<file path="src/rtl/gray_to_binary_tracker.sv">
// Two-stage Gray-to-binary decoder for samples arriving from another count domain.
// It also classifies each step against the previous sample as up, down or illegal.
module gray_to_binary_tracker #(
  parameter int WIDTH = 4,
  parameter int ERRW  = 8
) (
  input  logic             clk,
  input  logic             rst,
  input  logic [WIDTH-1:0] g_in,
  input  logic             g_valid,
  output logic [WIDTH-1:0] b_out,
  output logic             b_valid,
  output logic             up,
  output logic             down,
  output logic             step_err,
  output logic [ERRW-1:0]  err_cnt
);

  localparam logic [WIDTH-1:0] STEP_ONE = WIDTH'(1);
  localparam logic [ERRW-1:0]  CNT_ONE  = ERRW'(1);

  function automatic logic [WIDTH-1:0] gray2bin(input logic [WIDTH-1:0] g);
    logic [WIDTH-1:0] b;
    b[WIDTH-1] = g[WIDTH-1];
    for (int i = WIDTH - 2; i >= 0; i--) begin
      b[i] = b[i+1] ^ g[i];
    end
    return b;
  endfunction

  function automatic logic [ERRW-1:0] sat_inc(input logic [ERRW-1:0] c);
    return (&c) ? c : c + CNT_ONE;
  endfunction

  logic [WIDTH-1:0] g_q, g_d;
  logic             v1_q, v1_d;
  logic [WIDTH-1:0] b_out_q, b_out_d;
  logic             b_valid_q, b_valid_d;
  logic             up_q, up_d;
  logic             down_q, down_d;
  logic             step_err_q, step_err_d;
  logic [ERRW-1:0]  err_cnt_q, err_cnt_d;
  logic             primed_q, primed_d;
  logic [WIDTH-1:0] delta;

  always_comb begin
    // Stage 1: capture the raw Gray sample
    g_d  = g_valid ? g_in : g_q;
    v1_d = g_valid;

    // Stage 2: decode and classify; b_out_q doubles as the previous decoded sample
    b_out_d    = b_out_q;
    b_valid_d  = v1_q;
    up_d       = 1'b0;
    down_d     = 1'b0;
    step_err_d = 1'b0;
    err_cnt_d  = err_cnt_q;
    primed_d   = primed_q;
    delta      = '0;
    if (v1_q) begin
      b_out_d = gray2bin(g_q);
      delta   = b_out_d - b_out_q;
      if (!primed_q) begin
        primed_d = 1'b1;
      end else if (delta == '0) begin
        up_d = 1'b0;
      end else if (delta == STEP_ONE) begin
        up_d = 1'b1;
      end else if (&delta) begin
        down_d = 1'b1;
      end else begin
        step_err_d = 1'b1;
        err_cnt_d  = sat_inc(err_cnt_q);
      end
    end
  end

  always_ff @(posedge clk) begin
    if (rst) begin
      g_q        <= '0;
      v1_q       <= 1'b0;
      b_out_q    <= '0;
      b_valid_q  <= 1'b0;
      up_q       <= 1'b0;
      down_q     <= 1'b0;
      step_err_q <= 1'b0;
      err_cnt_q  <= '0;
      primed_q   <= 1'b0;
    end else begin
      g_q        <= g_d;
      v1_q       <= v1_d;
      b_out_q    <= b_out_d;
      b_valid_q  <= b_valid_d;
      up_q       <= up_d;
      down_q     <= down_d;
      step_err_q <= step_err_d;
      err_cnt_q  <= err_cnt_d;
      primed_q   <= primed_d;
    end
  end

  assign b_out    = b_out_q;
  assign b_valid  = b_valid_q;
  assign up       = up_q;
  assign down     = down_q;
  assign step_err = step_err_q;
  assign err_cnt  = err_cnt_q;

endmodule

</file>
<file path="config.mk">
export PLATFORM = sky130hd
export DESIGN_NAME = gray_to_binary_tracker
export DESIGN_NICKNAME = d
export VERILOG_FILES = /design/src/rtl/gray_to_binary_tracker.sv
export SDC_FILE = /design/constraint.sdc
export NUM_CORES = 1
export LEC_CHECK = 0
export ABC_AREA = 1
export BUFFER_PORTS_ARGS = -buffer_cell sky130_fd_sc_hd__buf_2
export CELL_PAD_IN_SITES_DETAIL_PLACEMENT = 0
export CELL_PAD_IN_SITES_GLOBAL_PLACEMENT = 2
export CORE_MARGIN = 3
export CORE_UTILIZATION = 30
export DETAILED_ROUTE_END_ITERATION = 7
export PLACE_DENSITY_LB_ADDON = 0.3
export SLEW_MARGIN = 5
export SYNTH_ARGS = -nofsm -noshare
export SYNTH_HDL_FRONTEND = slang
export SYNTH_SLANG_ARGS = --single-unit
</file>
<file path="constraint.sdc">
create_clock -name clk -period 3 [get_ports clk]
set_clock_uncertainty 0.1 [all_clocks]
set_input_delay 0.45 -clock clk [delete_from_list [all_inputs] [get_ports clk]]
set_output_delay 0.45 -clock clk [all_outputs]
set_load 0.02 [all_outputs]
</file>
; Yosys cells after proc, flatten, opt, wreduce, memory -nomap -nowiden
; Cells that the tools add are included.
[classes]
n_addsub = 2
eq_ne = 1
mux = 3
bitwise = 9
n_reduce_logical = 6
[ops]
columns = cell, n
row1 = $add 8x1->8 const B, 1
row2 = $reduce_and 8->1, 1
row3 = $not 1->1, 6
row4 = $reduce_and 6->1, 1
row5 = $reduce_or 5->1, 1
row6 = $eq 4x1->1 const B, 1
row7 = $logic_not 4->1, 1
row8 = $reduce_and 4->1, 1
row9 = $reduce_or 4->1, 1
row10 = $sub 4x4->4, 1
row11 = $mux 1, 3
row12 = $xor 1x1->1, 3
[word_totals]
ff_bits = 22
input_bits = 7

; Logic depth before layout (Yosys ltp)
; Gate-level depths: netlist (run 1).
[depth]
depth_word = 7
ltp_mapped = 17
depth_no_buf = 17

; Worst setup path before layout (run 1)
; OpenSTA, ideal clock, no wires.
[synth_timing]
kind = flip-flop to flip-flop
from = register g_q[3]
to = register err_cnt_q[0], in the netlist err_cnt[0]
arrival_ps = 2351
required_time_ps = 2786
path_slack_ps = 435
stages_incl_launch_ff = 16
path_buffers = 0
synth_period_minus_slack_ps = 2565
path_cell_list = dfxtp_1 inv_2 nand2_1 nand2_1 xor2_2 xor2_1 inv_1 ha_1 fa_1 inv_1 nor2_2 nand3_4 nand3_4 nand2_1 nand2_1 nor2_2
[synth_between]
elab_chain_cells = 7
[synth_lines]
columns = element, line_no
row1 = start: declaration, 35  ; logic [WIDTH-1:0] g_q, g_d;
row2 = start signal: assignment, 90  ; g_q <= g_d;
row3 = $xor 1x1->1 (3 in series), 26  ; b[i] = b[i+1] ^ g[i];
row4 = $sub 4x4->4 (*), 62  ; delta = b_out_d - b_out_q;
row5 = $eq 4x1->1 (tied with other cells), 67  ; end else if (delta == STEP_ONE) begin
row6 = $not 1->1 (no source line), n/a
row7 = $reduce_and 6->1 (no source line) (*), n/a
row8 = end signal: assignment, 97  ; err_cnt_q <= err_cnt_d;
row9 = end: declaration, 42  ; logic [ERRW-1:0] err_cnt_q, err_cnt_d;
; Mark *: on every way between the ends. The rest lies on a longest branch, timed or not.
; A chain may end at the register's enable or synchronous reset.

; Worst setup path after layout (run 1)
; Ends and elaborated chain as after synthesis.

==> flow_summary.ini, run 1 <==
[floorplanning]
core_um2 = 3490
initial_core_util_pct = 32.8
top_level_ports = 23
std_cell_rows = 21
die_y_um = 67.8
fp.dieW_um = 67.8
die_area_um2 = 4600

[power]
irDropWorstVdd_mv = 0.253
p_total_w = 0.000762
powerDensity_nw_per_um2 = 541
p_leak_nw = 0.690

[routing]
final_antenna_net_count = 0
drt-met1-wl_um = 1350
drc = 0
vias = 1023
route.met3.wl_um = 124
drtIter0Drc = 25
wl_per_cell_um = 11.2
route.final.wire_length_um = 2520
vias_per_cell = 4.57
wl_met2_um = 993
topRoutingLayerUsed = met4
first_pass_iters = 4

[place]
dp_slack_ps = 203
placed_cell_area_um2 = 1310
hpwl_um = 1820
gp_congestion = 0.790
io_buffers = 22

[timing]
finalCritPeriodShare_pct = 93.7
layout_setup_ws_ps = 188
min_period_ps = 2810
fmax_mhz = 356
hold_viol_final = 0
hold-worst-slack_ps = 359
max_slew_margin_pct = 80.7
slew_violations = 0
setup_violations = 0
tightest_slew_ps = 290

[clock_network]
cts_tree = built
cts_root_buffer = clkbuf_8
htree_levels = 1
numCtsBuffers = 3
path_clk_slew_ps = 80
insertion_delay_ps = 270
clkSinkCount = 22
cts_buffer_depth = 2

[worst_setup_path]
cp_slowest_stage_delay_ps = 570
path_cells = inv_2 -> nand2_1 -> nand2_1 -> xor2_2 -> xor2_1 -> inv_1 -> ha_1 -> fa_2 -> inv_1 -> nor2_2 -> nand3_4 -> nand3_4 -> nand2_1 -> nand2_1 -> nor2_2
crit_arrival_ps = 2880
cp-start-kind = flip-flop
worst-setup-path-type = reg -> reg
cp_slowest_cell = fa_2
cp-end-kind = flip-flop
worst_path_most_repeated_cell = nand2_1
required_ps = 3070
cp_max_fo = 11

[final_layout]
layout_common_cells = nand2_1, inv_1, buf_2, dfxtp_1, a21oi_1
final_util_pct = 40.3
syn2layout_area_growth_pct = 22.9
diodes = 0
seq_area_um2 = 442
mostFrequentLayoutCell = nand2_1
multi_input_area_um2 = 619
finalInstanceArea_um2 = 1410
fillers = 362
drive_gt1_share_pct = 25.8
nNetsFinal = 191

[global_routing]
grt_max_degree = 14
grt_antenna_before_repair = 0
grt_pass1_wl_um = 4100
globalRouteOverflowTotal = 0
grt_pass1_vias = 902
grtUsageTotal_pct = 11.8

[run]
maxCapViolations = 0

[synth]
synth_area_um2 = 1150
synth_cell_type_count = 23
synthCells = 150
synth.avg_cell_area_um2 = 7.64
syn_nets = 162
yosysWarnings = 0
ys_seq_area_share_pct = 38.4
ys_ff_latch = 22

[min_path]
hp-class = in -> reg

[status]
status = finished clean
worst max-delay path: cells and delay by family (launching register included):
kind,cells,cell delay (ps)
xor+xnor,2,470
fa+ha+maj,2,780
buf+inv,3,190
flops,1,340
simple gates,8,830
power breakdown:
group | switching [W] | internal (W)
Combinational | 0.000111 | 0.0000611
Clock | 0.000101 | 0.000178
Sequential | 0.00000777 | 0.000303
synthesized netlist by cell type, drive strengths merged:
master,instances,area [um^2]
a21oi,16,83.8
clkbuf,1,3.75
dfxtp,22,440
fa,1,20.0
ha,4,50.1
inv,27,101
nand2,33,139
nand3,8,70.1
nand3b,1,7.51
nand4,8,50.1
nor2,13,56.3
nor3,1,5.00
nor3b,1,18.8
o21ai,8,40.0
xor2,6,60.1
layout make-up:
class / instances / area share [%]
multi-input combinational: 102 / 44.0
sequential: 22 / 31.3
timing repair buffer: 23 / 8.35
inverter: 27 / 7.19
tap: 46 / 4.09
clock buffer: 3 / 2.93
clock inverter: 1 / 2.13
sequential cells by signal (all words and copies together), names as in the netlist:
register	flops
b_out	4
b_valid	1
b_valid_d	1
down	1
err_cnt	8
g_q	4
primed_q	1
step_err	1
up	1
path summary, 6_finish.rpt:
path / to / cells past startpoint / slack, ps / from
worst min-delay path: g_q[3] / 3 / 360 / g_in[3]
worst max register to register: err_cnt[0] / 15 / 190 / g_q[3]
worst max-delay path: err_cnt[0] / 15 / 190 / g_q[3]
worst min register to register: primed_q / 2 / 380 / primed_q
stage by stage:
stage                     TNS, ps  cells
after floorplan                 0    150
after global placement          0    217
after detailed placement        0    217
after CTS                       0    221
after global routing        -6.75    224
final                           0    224
logic make-up (layout without fill, tap and decap cells):
family / after synthesis / in the layout / synth area share [%]
adders and majority gates: 5 / 5 / 6.11
DFF: 22 / 22 / 38.4
and+or+nand+nor: 65 / 67 / 30.2
AOI/OAI and AO/OA: 24 / 24 / 10.8
xor gates and xnor gates: 6 / 6 / 5.24
buffers and inverters: 28 / 54 / 9.17
layer usage:
metal	vias up	track usage, %
li1	538	-
met3	5	2.63
met2	21	17.1
met5	-	0
met1	459	16.4
met4	0	5.96
repair_timing:
item                       CTS  global route
gates resized for setup      0             2
hold endpoints to repair     0             0
hold buffers                 0             0
setup endpoints to repair    0             7
setup buffers                0             1
Power figures use the tool's default switching activity.
==> inputs of run 2 (changes only) <==
- BUFFER_PORTS_ARGS: -buffer_cell sky130_fd_sc_hd__buf_2 -> -buffer_cell sky130_fd_sc_hd__buf_4
==> run 2 against run 1 <==
  * Flip-flop and latch count is the same
  * Maximum frequency grew 2.8%
  * Hold slack gained 2.1 ps
  * Wire length shrank 4.6%
  * Combinational power is essentially flat
  * Critical path depth grew 2
  * Critical path type unchanged
  * Critical endpoint unchanged
==> flow_summary.ini, run 2 (synthesis gave the netlist of run 1 again) <==
[timing]
fmax_mhz = 366
tightest_slew_ps = 272
slew_violations = 0
layout_setup_ws_ps = 265
hold_viol_final = 0
max_slew_margin_pct = 81.8
min_period_ps = 2730
finalCritPeriodShare_pct = 91.2
setup_violations = 0

[global_routing]
grtUsageTotal_pct = 11.9
grt_antenna_before_repair = 0
grt_pass1_wl_um = 4170
grt_pass1_vias = 896
grt_max_degree = 14
globalRouteOverflowTotal = 0

[clock_network]
insertion_delay_ps = 260
clkSinkCount = 22
cts_tree = built
path_clk_slew_ps = 90
cts_buffer_depth = 2
htree_levels = 1
numCtsBuffers = 3
cts_root_buffer = clkbuf_8

[final_layout]
nNetsFinal = 190
fillers = 371
mostFrequentLayoutCell = nand2_1
final_cells = 223
multi_input_area_um2 = 613
syn2layout_area_growth_pct = 27.2
final_util_pct = 41.7
layout_common_cells = nand2_1, inv_1, buf_4, dfxtp_1, a21oi_1
seq_area_um2 = 442
largest_reg_flops = 8
diodes = 0
drive_gt1_share_pct = 25.4

[worst_setup_path]
cp-end-kind = flip-flop
required_ps = 3060
cp-start-kind = flip-flop
worst-setup-path-type = reg -> reg
cp_max_fo = 10
crit_arrival_ps = 2790

[place]
dp_cells = 217
hpwl_um = 1840
dp_slack_ps = 189
gp_congestion = 0.798
io_buffers = 22

[routing]
vias = 985
first_pass_iters = 4
route.final.wire_length_um = 2400
vias_per_cell = 4.42
drc = 0
wl_per_cell_um = 10.8
drtIter0Drc = 29
final_antenna_net_count = 0

[floorplanning]
core_um2 = 3490
die_area_um2 = 4600
std_cell_rows = 21
die_y_um = 67.8
fp.dieW_um = 67.8
initial_core_util_pct = 32.8
top_level_ports = 23

[status]
status = finished clean

[power]
p_leak_nw = 0.694
irDropWorstVdd_mv = 0.269
powerDensity_nw_per_um2 = 521

[min_path]
hp-class = in -> reg

[run]
maxCapViolations = 0
[run 2: cell count changes in the layout (fill, tap and decap cells not counted), sizes merged]
cell / before / now
nand2: 34 / 33
[run 2: where the power goes]
group / leakage, nW / switching (W) / internal (W) / total, W
Clock: 0.0357 / 0.0000998 / 0.000178 / 0.000278
Combinational: 0.479 / 0.000106 / 0.0000648 / 0.000171
Sequential: 0.180 / 0.00000797 / 0.000303 / 0.000311
Total: 0.694 / 0.000214 / 0.000546 / 0.000760
[run 2: metrics by stage]
step / hold slack [ps] / setup TNS (ps) / total power, W / cell area (um^2)
floorplan: 335 / 0 / 0.000445 / 1150
global placement: 349 / 0 / 0.000479 / 1370
finish: 361 / 0 / 0.000760 / 1460
detailed placement: 364 / 0 / 0.000483 / 1370
global route: 361 / -5.96 / 0.000804 / 1460
CTS: 354 / 0 / 0.000761 / 1440
[run 2: critical path: stages, from the launching register on]
cell	delay, ps
dfxtp_2	350
inv_2	60
nand2_1	60
nand2_2	80
xor2_2	240
xor2_1	210
inv_1	60
ha_1	200
fa_1	400
inv_1	70
nand2_1	60
nand2_2	70
nor3b_4	240
nand2_4	140
nand3_4	130
nand2_1	60
nand2_1	70
nor2_2	30
[run 2: per-layer routing]
metal	up-vias	GRT usage, %	routed length (um)
met2	20	17.3	992
met5	-	0	0
met3	2	2.13	111
met1	426	17.3	1280
li1	537	-	-
met4	0	4.47	14
[run 2: area by class of cell]
| cell class | count | area share, % |
|---|---|---|
| clock inverters | 1 | 2.06 |
| multi-input cells | 101 | 42.1 |
| clock buffers | 3 | 2.83 |
| flip-flops and latches | 22 | 30.3 |
| well taps | 46 | 3.95 |
| repair buffers | 23 | 11.8 |
| inverters | 27 | 6.95 |
[run 2: path summary, 6_finish.rpt]
kind | startpoint | to | slack [ps] | cells after the start
min reg2reg | primed_q | primed_q | 380 | 2
min | g_in[3] | g_q[3] | 360 | 3
max reg2reg | g_q[3] | err_cnt[0] | 270 | 17
max | g_q[3] | err_cnt[0] | 270 | 17
[run 2: what timing repair did]
action / CTS / global route
gates resized for setup: 0 / 2
endpoints found under the hold margin: 0 / 0
endpoints found under the setup margin: 0 / 8
buffers inserted: 0 / 1
hold buffers: 0 / 0
